`src/rtl/physics_pkg.sv`:
```
// Shared constants, state encoding and pair-tag payload for the collision scheduler.
package physics_pkg;

    localparam int unsigned NUM_PINS      = 10;
    localparam int unsigned NUM_PAIRS     = NUM_PINS * (NUM_PINS - 1) / 2;
    localparam int unsigned BALL_RADIUS   = 8;
    localparam int unsigned PIN_RADIUS    = 5;
    localparam int unsigned SCREEN_WIDTH  = 1024;
    localparam int unsigned SCREEN_HEIGHT = 768;

    localparam int unsigned POS_X_W  = 11;
    localparam int unsigned POS_Y_W  = 10;
    localparam int unsigned VEL_W    = 16;
    localparam int unsigned DIST_W   = 24;
    localparam int unsigned DIFF_W   = 12;
    localparam int unsigned SQ_W     = 22;
    localparam int unsigned IDX_W    = 4;
    localparam int unsigned PIPE_LAT = 2;

    localparam int unsigned BALL_THRESH = (BALL_RADIUS + PIN_RADIUS) * (BALL_RADIUS + PIN_RADIUS);
    localparam int unsigned PIN_THRESH  = (2 * PIN_RADIUS) * (2 * PIN_RADIUS);

    typedef enum logic [2:0] {
        IDLE  = 3'd0,
        BALL  = 3'd1,
        PINS  = 3'd2,
        DRAIN = 3'd3,
        DONE  = 3'd4
    } state_t;

    typedef enum logic {
        KIND_BALL = 1'b0,
        KIND_PIN  = 1'b1
    } pair_kind_t;

    // For ball checks i carries the pin index and j mirrors it.
    typedef struct packed {
        pair_kind_t       kind;
        logic [IDX_W-1:0] i;
        logic [IDX_W-1:0] j;
    } pair_tag_t;

    // A pin takes part in checks only while it is inside the visible screen.
    function automatic logic on_screen(input logic [POS_X_W-1:0] x, input logic [POS_Y_W-1:0] y);
        return (x < POS_X_W'(SCREEN_WIDTH)) && (y < POS_Y_W'(SCREEN_HEIGHT));
    endfunction

endpackage

```
`src/rtl/pair_check.sv`:
```
// Two-stage squared-distance compare shared by ball and pin phases.
module pair_check
    import physics_pkg::*;
(
    input  logic               clk_in,
    input  logic               rst_in,
    input  logic               in_valid,
    input  pair_tag_t          in_tag,
    input  logic [POS_X_W-1:0] a_x,
    input  logic [POS_Y_W-1:0] a_y,
    input  logic [POS_X_W-1:0] b_x,
    input  logic [POS_Y_W-1:0] b_y,
    output logic               out_valid,
    output logic               out_hit,
    output pair_tag_t          out_tag
);

    logic signed [DIFF_W-1:0] dx_c, dy_c;
    logic signed [SQ_W-1:0]   dx_ext_c, dy_ext_c;
    logic [SQ_W-1:0]          dx2_d, dy2_d, dx2_q, dy2_q;
    logic                     v1_d, v1_q;
    pair_tag_t                tag1_d, tag1_q;
    logic [DIST_W-1:0]        sum_c;
    logic [DIST_W-1:0]        thr_c;
    logic                     v2_d, v2_q, hit2_d, hit2_q;
    pair_tag_t                tag2_d, tag2_q;

    // Stage 1: signed differences and their squares.
    always_comb begin
        dx_c     = $signed(DIFF_W'(a_x)) - $signed(DIFF_W'(b_x));
        dy_c     = $signed(DIFF_W'(a_y)) - $signed(DIFF_W'(b_y));
        dx_ext_c = SQ_W'(dx_c);
        dy_ext_c = SQ_W'(dy_c);
        dx2_d    = SQ_W'(dx_ext_c * dx_ext_c);
        dy2_d    = SQ_W'(dy_ext_c * dy_ext_c);
        v1_d     = in_valid;
        tag1_d   = in_tag;
    end

    // Stage 2: sum and compare against the kind-selected contact threshold.
    always_comb begin
        sum_c  = DIST_W'(dx2_q) + DIST_W'(dy2_q);
        thr_c  = (tag1_q.kind == KIND_BALL) ? DIST_W'(BALL_THRESH) : DIST_W'(PIN_THRESH);
        v2_d   = v1_q;
        hit2_d = v1_q && (sum_c <= thr_c);
        tag2_d = tag1_q;
    end

    // Pipeline registers; only the valid bits need clearing on reset.
    always_ff @(posedge clk_in) begin
        if (!rst_in) begin
            v1_q   <= 1'b0;
            v2_q   <= 1'b0;
            hit2_q <= 1'b0;
            dx2_q  <= '0;
            dy2_q  <= '0;
            tag1_q <= '0;
            tag2_q <= '0;
        end else begin
            v1_q   <= v1_d;
            v2_q   <= v2_d;
            hit2_q <= hit2_d;
            dx2_q  <= dx2_d;
            dy2_q  <= dy2_d;
            tag1_q <= tag1_d;
            tag2_q <= tag2_d;
        end
    end

    assign out_valid = v2_q;
    assign out_hit   = hit2_q;
    assign out_tag   = tag2_q;

endmodule

```
`src/rtl/collision_scheduler.sv`:
```
// Sequences ball-vs-pin then pin-vs-pin checks through one shared pair_check per frame.
module collision_scheduler
    import physics_pkg::*;
(
    input  logic                               clk_in,
    input  logic                               rst_in,
    input  logic                               start_in,
    input  logic [POS_X_W-1:0]                 ball_x,
    input  logic [POS_Y_W-1:0]                 ball_y,
    input  logic [VEL_W-1:0]                   ball_vx_in,
    input  logic [VEL_W-1:0]                   ball_vy_in,
    input  logic [NUM_PINS-1:0][POS_X_W-1:0]   pins_x,
    input  logic [NUM_PINS-1:0][POS_Y_W-1:0]   pins_y,
    input  logic [NUM_PINS-1:0][VEL_W-1:0]     pins_vx_in,
    input  logic [NUM_PINS-1:0][VEL_W-1:0]     pins_vy_in,
    output logic [NUM_PINS-1:0][VEL_W-1:0]     pins_vx_out,
    output logic [NUM_PINS-1:0][VEL_W-1:0]     pins_vy_out,
    output logic [NUM_PINS-1:0]                pins_hit,
    output logic                               busy,
    output logic                               done
);

    state_t                            state_d, state_q;
    logic [IDX_W-1:0]                  cnt_d, cnt_q;
    logic [IDX_W-1:0]                  pi_d, pi_q, pj_d, pj_q;

    logic [POS_X_W-1:0]                snap_bx_d, snap_bx_q;
    logic [POS_Y_W-1:0]                snap_by_d, snap_by_q;
    logic [VEL_W-1:0]                  snap_bvx_d, snap_bvx_q, snap_bvy_d, snap_bvy_q;
    logic [NUM_PINS-1:0][POS_X_W-1:0]  snap_px_d, snap_px_q;
    logic [NUM_PINS-1:0][POS_Y_W-1:0]  snap_py_d, snap_py_q;
    logic [NUM_PINS-1:0][VEL_W-1:0]    snap_pvx_d, snap_pvx_q, snap_pvy_d, snap_pvy_q;

    logic [NUM_PINS-1:0][VEL_W-1:0]    wvx_d, wvx_q, wvy_d, wvy_q;
    logic [NUM_PINS-1:0]               whit_d, whit_q;
    logic [NUM_PINS-1:0][VEL_W-1:0]    vx_out_d, vx_out_q, vy_out_d, vy_out_q;
    logic [NUM_PINS-1:0]               hit_out_d, hit_out_q;
    logic                              busy_d, busy_q, done_d, done_q;

    logic                              iss_valid_c;
    pair_tag_t                         iss_tag_c;
    logic [POS_X_W-1:0]                iss_ax_c, iss_bx_c;
    logic [POS_Y_W-1:0]                iss_ay_c, iss_by_c;
    logic                              res_valid, res_hit;
    pair_tag_t                         res_tag;

    // Issue mux: one pair per cycle from the snapshot, suppressed when a pin is off-screen.
    always_comb begin
        iss_valid_c = 1'b0;
        iss_tag_c   = '0;
        iss_ax_c    = snap_bx_q;
        iss_ay_c    = snap_by_q;
        iss_bx_c    = '0;
        iss_by_c    = '0;
        case (state_q)
            BALL: begin
                iss_valid_c    = on_screen(snap_px_q[cnt_q], snap_py_q[cnt_q]);
                iss_tag_c.kind = KIND_BALL;
                iss_tag_c.i    = cnt_q;
                iss_tag_c.j    = cnt_q;
                iss_bx_c       = snap_px_q[cnt_q];
                iss_by_c       = snap_py_q[cnt_q];
            end
            PINS: begin
                iss_valid_c    = on_screen(snap_px_q[pi_q], snap_py_q[pi_q])
                              && on_screen(snap_px_q[pj_q], snap_py_q[pj_q]);
                iss_tag_c.kind = KIND_PIN;
                iss_tag_c.i    = pi_q;
                iss_tag_c.j    = pj_q;
                iss_ax_c       = snap_px_q[pi_q];
                iss_ay_c       = snap_py_q[pi_q];
                iss_bx_c       = snap_px_q[pj_q];
                iss_by_c       = snap_py_q[pj_q];
            end
            default: ;
        endcase
    end

    pair_check u_pair_check (
        .clk_in    (clk_in),
        .rst_in    (rst_in),
        .in_valid  (iss_valid_c),
        .in_tag    (iss_tag_c),
        .a_x       (iss_ax_c),
        .a_y       (iss_ay_c),
        .b_x       (iss_bx_c),
        .b_y       (iss_by_c),
        .out_valid (res_valid),
        .out_hit   (res_hit),
        .out_tag   (res_tag)
    );

    // Next state: apply returning results first so the final copy sees the last write.
    always_comb begin
        state_d    = state_q;
        cnt_d      = cnt_q;
        pi_d       = pi_q;
        pj_d       = pj_q;
        snap_bx_d  = snap_bx_q;
        snap_by_d  = snap_by_q;
        snap_bvx_d = snap_bvx_q;
        snap_bvy_d = snap_bvy_q;
        snap_px_d  = snap_px_q;
        snap_py_d  = snap_py_q;
        snap_pvx_d = snap_pvx_q;
        snap_pvy_d = snap_pvy_q;
        wvx_d      = wvx_q;
        wvy_d      = wvy_q;
        whit_d     = whit_q;
        vx_out_d   = vx_out_q;
        vy_out_d   = vy_out_q;
        hit_out_d  = hit_out_q;
        busy_d     = busy_q;
        done_d     = 1'b0;

        if (res_valid && res_hit) begin
            if (res_tag.kind == KIND_BALL) begin
                wvx_d[res_tag.i]  = snap_bvx_q;
                wvy_d[res_tag.i]  = snap_bvy_q;
                whit_d[res_tag.i] = 1'b1;
            end else begin
                wvx_d[res_tag.i]  = snap_pvx_q[res_tag.j];
                wvy_d[res_tag.i]  = snap_pvy_q[res_tag.j];
                wvx_d[res_tag.j]  = snap_pvx_q[res_tag.i];
                wvy_d[res_tag.j]  = snap_pvy_q[res_tag.i];
                whit_d[res_tag.i] = 1'b1;
                whit_d[res_tag.j] = 1'b1;
            end
        end

        case (state_q)
            IDLE: begin
                if (start_in) begin
                    snap_bx_d  = ball_x;
                    snap_by_d  = ball_y;
                    snap_bvx_d = ball_vx_in;
                    snap_bvy_d = ball_vy_in;
                    snap_px_d  = pins_x;
                    snap_py_d  = pins_y;
                    snap_pvx_d = pins_vx_in;
                    snap_pvy_d = pins_vy_in;
                    wvx_d      = pins_vx_in;
                    wvy_d      = pins_vy_in;
                    whit_d     = '0;
                    cnt_d      = '0;
                    busy_d     = 1'b1;
                    state_d    = BALL;
                end
            end
            BALL: begin
                if (cnt_q == IDX_W'(NUM_PINS - 1)) begin
                    cnt_d   = '0;
                    pi_d    = '0;
                    pj_d    = IDX_W'(1);
                    state_d = PINS;
                end else begin
                    cnt_d = IDX_W'(cnt_q + IDX_W'(1));
                end
            end
            PINS: begin
                if (pj_q == IDX_W'(NUM_PINS - 1)) begin
                    if (pi_q == IDX_W'(NUM_PINS - 2)) begin
                        cnt_d   = '0;
                        state_d = DRAIN;
                    end else begin
                        pi_d = IDX_W'(pi_q + IDX_W'(1));
                        pj_d = IDX_W'(pi_q + IDX_W'(2));
                    end
                end else begin
                    pj_d = IDX_W'(pj_q + IDX_W'(1));
                end
            end
            DRAIN: begin
                if (cnt_q == IDX_W'(PIPE_LAT - 1)) begin
                    vx_out_d  = wvx_d;
                    vy_out_d  = wvy_d;
                    hit_out_d = whit_d;
                    done_d    = 1'b1;
                    busy_d    = 1'b0;
                    cnt_d     = '0;
                    state_d   = DONE;
                end else begin
                    cnt_d = IDX_W'(cnt_q + IDX_W'(1));
                end
            end
            DONE: begin
                state_d = IDLE;
            end
            default: begin
                state_d = IDLE;
            end
        endcase
    end

    // State and datapath registers with synchronous active-low reset.
    always_ff @(posedge clk_in) begin
        if (!rst_in) begin
            state_q    <= IDLE;
            cnt_q      <= '0;
            pi_q       <= '0;
            pj_q       <= '0;
            snap_bx_q  <= '0;
            snap_by_q  <= '0;
            snap_bvx_q <= '0;
            snap_bvy_q <= '0;
            snap_px_q  <= '0;
            snap_py_q  <= '0;
            snap_pvx_q <= '0;
            snap_pvy_q <= '0;
            wvx_q      <= '0;
            wvy_q      <= '0;
            whit_q     <= '0;
            vx_out_q   <= '0;
            vy_out_q   <= '0;
            hit_out_q  <= '0;
            busy_q     <= 1'b0;
            done_q     <= 1'b0;
        end else begin
            state_q    <= state_d;
            cnt_q      <= cnt_d;
            pi_q       <= pi_d;
            pj_q       <= pj_d;
            snap_bx_q  <= snap_bx_d;
            snap_by_q  <= snap_by_d;
            snap_bvx_q <= snap_bvx_d;
            snap_bvy_q <= snap_bvy_d;
            snap_px_q  <= snap_px_d;
            snap_py_q  <= snap_py_d;
            snap_pvx_q <= snap_pvx_d;
            snap_pvy_q <= snap_pvy_d;
            wvx_q      <= wvx_d;
            wvy_q      <= wvy_d;
            whit_q     <= whit_d;
            vx_out_q   <= vx_out_d;
            vy_out_q   <= vy_out_d;
            hit_out_q  <= hit_out_d;
            busy_q     <= busy_d;
            done_q     <= done_d;
        end
    end

    assign pins_vx_out = vx_out_q;
    assign pins_vy_out = vy_out_q;
    assign pins_hit    = hit_out_q;
    assign busy        = busy_q;
    assign done        = done_q;

endmodule
```
`config.mk`:
```
export PLATFORM = sky130hd
export DESIGN_NAME = collision_scheduler
export DESIGN_NICKNAME = d
export VERILOG_FILES = /design/src/rtl/physics_pkg.sv /design/src/rtl/pair_check.sv /design/src/rtl/collision_scheduler.sv
export SDC_FILE = /design/constraint.sdc
export NUM_CORES = 2
export LEC_CHECK = 0
export BUFFER_PORTS_ARGS = -buffer_cell sky130_fd_sc_hd__buf_4
export CORE_MARGIN = 2
export CORE_UTILIZATION = 50
export DETAILED_ROUTE_END_ITERATION = 10
export GPL_ROUTABILITY_DRIVEN = 0
export HOLD_SLACK_MARGIN = 0.02
export PLACE_DENSITY = 0.7
export SYNTH_ARGS = -nofsm -noshare
export SYNTH_HDL_FRONTEND = slang
export SYNTH_SLANG_ARGS = --single-unit
```
`constraint.sdc`:
```
create_clock -name clk_in -period 12.6 [get_ports clk_in]
set_clock_uncertainty 0.15 [all_clocks]
set_input_delay 3.78 -clock clk_in [delete_from_list [all_inputs] [get_ports clk_in]]
set_output_delay 3.78 -clock clk_in [all_outputs]
set_load 0.02 [all_outputs]
```
## Yosys cells after proc, flatten, opt, wreduce, memory -nomap -nowiden

Cells that the tools add are included.

| word-level totals | value |
|---|---|
| bits in registers | 1,325 |
| bits of input ports | 586 |

| operators by class | value |
|---|---|
| $mul | 2 |
| bitwise logic cells | 2 |
| multiplexer cells | 77 |
| order comparisons | 14 |
| reduce and logical (&&, ||, !) cells | 20 |
| equality and inequality tests | 14 |
| add/subtract/negate cells | 7 |

Operators by type and width:

| operator | number |
|---|---|
| $mux W160 | 8 |
| $bwmux W160 | 6 |
| $bmux W16 S4 | 4 |
| $bmux W11 S4 | 3 |
| $demux W16 S4 | 2 |
| $bmux W10 S4 | 3 |
| $mux W16 | 6 |
| $mux W10 | 8 |
| $mux W11 | 4 |
| $mux W4 | 11 |
| $lt A11 B11 Y1 const B | 3 |
| $lt A10 B10 Y1 const B | 3 |
| $lt A4 B5 Y1 const B | 5 |
| $le A24 B24 Y1 | 1 |
| $add A22 B22 Y23 | 1 |
| $mul A11 B11 Y22 | 1 |
| $mul A12 B12 Y22 | 1 |
| $pmux W11 S2 | 1 |
| $or A10 B10 Y10 | 2 |
| $pmux W10 S2 | 1 |
| $pmux W9 S2 | 1 |
| $pmux W4 S2 | 2 |
| $pmux W4 S4 | 1 |
| $mux W3 | 5 |
| 24 further kinds | 53 |

## Longest topological paths before layout

| depth | value |
|---|---|
| depth in word-level cells | 10 |
| mapped depth | 38 |

## By module

A second synthesis with hierarchy kept.

| second synthesis, totals | value |
|---|---|
| cell total of the unflattened synthesis | 10,370 |
| area total of the unflattened synthesis | 82,326.5 µm² |

By module, submodules not included:

| module | times used | cells each | area each (µm²) |
|---|---|---|---|
| collision_scheduler | 1 | 9,003 | 70,119.8 |
| pair_check | 1 | 1,367 | 12,206.7 |

## Worst setup path before layout

Ideal clock, no wire load.

| timing path | value |
|---|---|
| path type | register -> register |
| start | register cnt_q[0] |
| end | register u_pair_check.dx2_q[20] |
| period minus slack after synthesis | 8,858 ps |
| required time | 12,372 ps |
| arrival | 8,630 ps |
| path slack | 3,742 ps |
| stages on the path, launching flop included | 35 |
| cell sequence | dfxtp_1 -> buf_2 -> buf_2 -> mux4_2 -> a22oi_1 -> o21ai_0 -> a22o_1 -> ha_1 -> fa_1 -> nor2b_1 -> o21ai_1 -> a21boi_1 -> o21a_1 -> o21ai_0 -> and3_1 -> nor3_1 -> inv_1 -> nand2_1 -> fa_1 -> fa_1 -> inv_1 -> fa_1 -> fa_1 -> inv_1 -> fa_1 -> inv_1 -> ha_1 -> a2111oi_1 -> nand2_1 -> a21oi_1 -> o31ai_1 -> o311a_1 -> o21a_1 -> o21a_1 -> nor3_1 |

| on the way | value |
|---|---|
| word-level cells in the longest chain between the ends | 5 |

RTL lines:

| item | line | source |
|---|---|---|
| start, declared | collision_scheduler.sv:24 | `logic [IDX_W-1:0] cnt_d, cnt_q;` |
| start signal, assigned | collision_scheduler.sv:220 | `cnt_q <= cnt_d;` |
| $bmux W11 S4 | collision_scheduler.sv:61 | `iss_bx_c = snap_px_q[cnt_q];` |
| $mux W11 (implied by the code) | collision_scheduler.sv:61 |  |
| $pmux W11 S2 | collision_scheduler.sv:55 | `case (state_q)` |
| $sub A11 B11 Y12 | pair_check.sv:30 | `dx_c = $signed(DIFF_W'(a_x)) - $signed(DIFF_W'(b_x));` |
| $mul A12 B12 Y22 | pair_check.sv:34 | `dx2_d = SQ_W'(dx_ext_c * dx_ext_c);` |
| end signal, assigned | pair_check.sv:55 | `dx2_q <= '0;` |
| end signal, assigned | pair_check.sv:63 | `dx2_q <= dx2_d;` |
| end, declared | pair_check.sv:20 | `logic [SQ_W-1:0] dx2_d, dy2_d, dx2_q, dy2_q;` |

No other way between the ends. The select of a mux whose other input is x is not followed.
A chain may end at the register's enable or synchronous reset.

## Final worst setup path

Ends and elaborated chain as after synthesis.

==> results.md <==
* Register share of total power at 0.248
* EDFF count, synth at 0
* P_int at 11.4 mW
* Setup TNS at 0 ps
* Final core occ at 0.583
* CP startpoint kind: flop
* Mapped cell area at 79100 um2
* Max stage delay on crit path at 740 ps
* ANT nets after route at 0
* Most common library cell in the layout ignoring fill and taps: a21oi_1
* Final critical-path share of the clock period at 0.834
* Postcts setup bufs at 0
* Input/output buffers at 917
* Clk sinks at 1323
* Vias in the first global route at 74700
* Switching Share at 0.412
* M1 GR Usage at 0.517
* Mapped Avg Cell Area at 8.31 um2
* Crit Path Class: reg -> reg
* Max Cap Viol at 1
* GR peak layer: met2
* Max-slew violations at 12
* Hold depth at 1
* Worst setup margin at 2100 ps
* Setup-failing EPs final at 0
* Final #Nets at 10700
* Fillers at 13800
* Hpwl dp at 236000 um
* Cts repair resizes at 0
* Clk buf depth at 3
* First-pass GRT wire length at 494000 um
* DRT Pass-1 Iters at 10
* Worst vdd ir at 0.520 mV
* CP most frequent cell: fa_1
* Initial antenna violation count at 26
* Total power at 19.3 mW
* Fmax at 0.0952 GHz
* Via density per instance at 6.74
* Starting density of the core at 0.505
* CP max-delay cell: nor3_1
* Met3 usage at 0.134
* Yosys warns at 0
* Hold/Removal Path Class: reg -> reg
* DRC viols at 0
* Ys flop type: dfxtp_1
* Area Growth Syn to Fin at 15.5%
* Core Box Area at 157000 um2
* H-tree level count at 4
* Rel. slew slack at -0.0318
* Routed WL at 340000 um
* Footprint of the multi-input gates at 47600 um2
* Worst-margin pin slew at 1550 ps
* Sequential area share after synthesis at 0.335
* Worst skew pair latency at 830 ps
* Fin. Hold Viols at 0
* Root Buffer: clkbuf_16
* CP required at 13160 ps
* Most frequent cells in the layout: 1805 x a21oi_1, 1751 x nand2_1, 1308 x dfxtp_1
* GR Overflow Total at 0
* Die ar. at 161000 um2
* Psw at 7.96 mW
* Cells after synthesis at 9510
* Clock network power share at 0.238
* Minimum clock period at 10500 ps
* Cells on worst reg2reg path at 33
* Syn_nets at 10500
* Clock slew seen by the registers of the worst setup and hold paths at 60 ps
* GR met2 Demand/Resource at 0.582
* Failing checks: capacitance limit, slew limit
* Fraction of layout cells with a size suffix above 1 at 0.188
* Crit path arrival time at 11060 ps
* Die X at 402 um
* Flops & latches, synth at 1323
* Die height at 402 um
* CP Capture Type: flop
* Static Leak at 35.2 nW
* Unrepaired setup endpoints after global routing: false
* Post-synth ARST share at 0
* Number of buffers created by CTS at 146
* All-Layer GR Usage at 0.404
* Status: finished, violations left
* WL/cell at 28.5 um
* # hold bufs at CTS at 0
* Sequential cell area at 26500 um2
* Comb power frac at 0.515
* Ports at 918
* Pin count of the biggest net entering global routing at 242
* DP Worst Slack at 2260 ps
* PD cells at 212 nW/um2
* CTS tree: yes
* Count of unique library cells instantiated by Yosys at 81
* Initial drt markers at 12700
* Critical path peak fanout at 40
* Rows at 145
* Vias post-DR at 80500
metal layers:
metal / part of all wire / up-vias
li1: - / 34500
met2: 0.42 / 6116
met5: 0.00070 / -
met1: 0.36 / 38400
met3: 0.14 / 1404
met4: 0.077 / 30
cell families after synthesis:
logic type      after synthesis  share of synthesized area
fa+ha+maj                   368                     0.0788
buf+inv                    1305                     0.0662
mux                         528                      0.107
simple gates               2191                      0.110
flops                      1323                      0.335
xor+xnor                     76                    0.00842
compound gates             3719                      0.295
area by class of cell:
cell class | count | share of cell area
Timing Repair Buffer | 1061 | 0.0885
Tap cell | 2058 | 0.0282
Sequential cell | 1323 | 0.291
Multi-Input combinational cell | 6882 | 0.522
Inverter | 353 | 0.0146
Clock inverter | 61 | 0.00943
Antenna cell | 11 | 0.000301
Clock buffer | 206 | 0.0467
per-stage QoR:
step	hold slack, ps	instances	instance area (um2)
6_report	300	12000	91300
5_1_grt	320	11900	91300
2_1_floorplan	262	9510	79100
3_3_place_gp	275	11700	86200
4_1_cts	297	11900	91300
3_5_place_dp	282	11700	86200
worst max-delay path, delay by kind of cell (launching register included):
family | cells | cell delay [ps]
adders and majority gates | 7 | 3200
AOI/OAI and AO/OA | 12 | 2860
and+or+nand+nor | 7 | 1580
buffers and inverters | 6 | 1300
DFF | 1 | 710
muxes | 1 | 600
registers in the layout, summed over array words and instances (netlist names), 3 cells and up:
register              count
pins_vx_out             160
pins_vy_out             160
snap_pvx_q              160
snap_pvy_q              160
wvx_q                   160
wvy_q                   160
snap_px_q               110
snap_py_q               100
u_pair_check.dx2_q       21
u_pair_check.dy2_q       21
snap_bvx_q               16
snap_bvy_q               16
snap_bx_q                11
pins_hit                 10
snap_by_q                10
whit_q                   10
u_pair_check.out_tag      9
u_pair_check.tag1_q       9
cnt_q                     4
pi_q                      4
pj_q                      4
state_q                   3
power by group through the flow:
stage          combinational, mW  clock, mW  sequential, mW
2_1_floorplan               7.23          0            4.73
3_3_place_gp                9.37          0            4.84
3_5_place_dp                9.72          0            4.85
4_1_cts                     9.77       4.61            4.76
5_1_grt                     11.1       4.78            4.79
6_report                    9.94       4.60            4.78
cell usage after synthesis (30+ instances only):
cell type     n  share of area
buf_2       126         0.0080
inv_1       348          0.017
a22oi_1      36         0.0034
ha_1        151          0.024
o21ai_0     947          0.060
mux4_2      254          0.072
mux2i_1     273          0.035
a221oi_1    227          0.025
a21oi_1    1811           0.11
xnor2_1      45         0.0050
o22ai_1      92         0.0073
clkbuf_1    746          0.035
a221oi_2    190          0.036
a21boi_0     35         0.0033
nand2_1    1761          0.084
dfxtp_1    1323           0.33
xor2_1       31         0.0034
buf_4        30         0.0028
buf_1        41         0.0019
a211oi_1    208          0.020
a221oi_4     32          0.011
nor3_1       30         0.0019
nor2_1      241          0.011
fa_1        217          0.055
final timing paths:
kind | end | slack, ps | start
worst max register to register | u_pair_check.dx2_q[20] | 2100 | cnt_q[0]
worst min register to register | u_pair_check.out_tag[0] | 300 | u_pair_check.tag1_q[0]
worst max-delay path | u_pair_check.dx2_q[20] | 2100 | cnt_q[0]
worst min-delay path | u_pair_check.out_tag[0] | 300 | u_pair_check.tag1_q[0]
No activity file was read; power rests on OpenSTA's default activity.
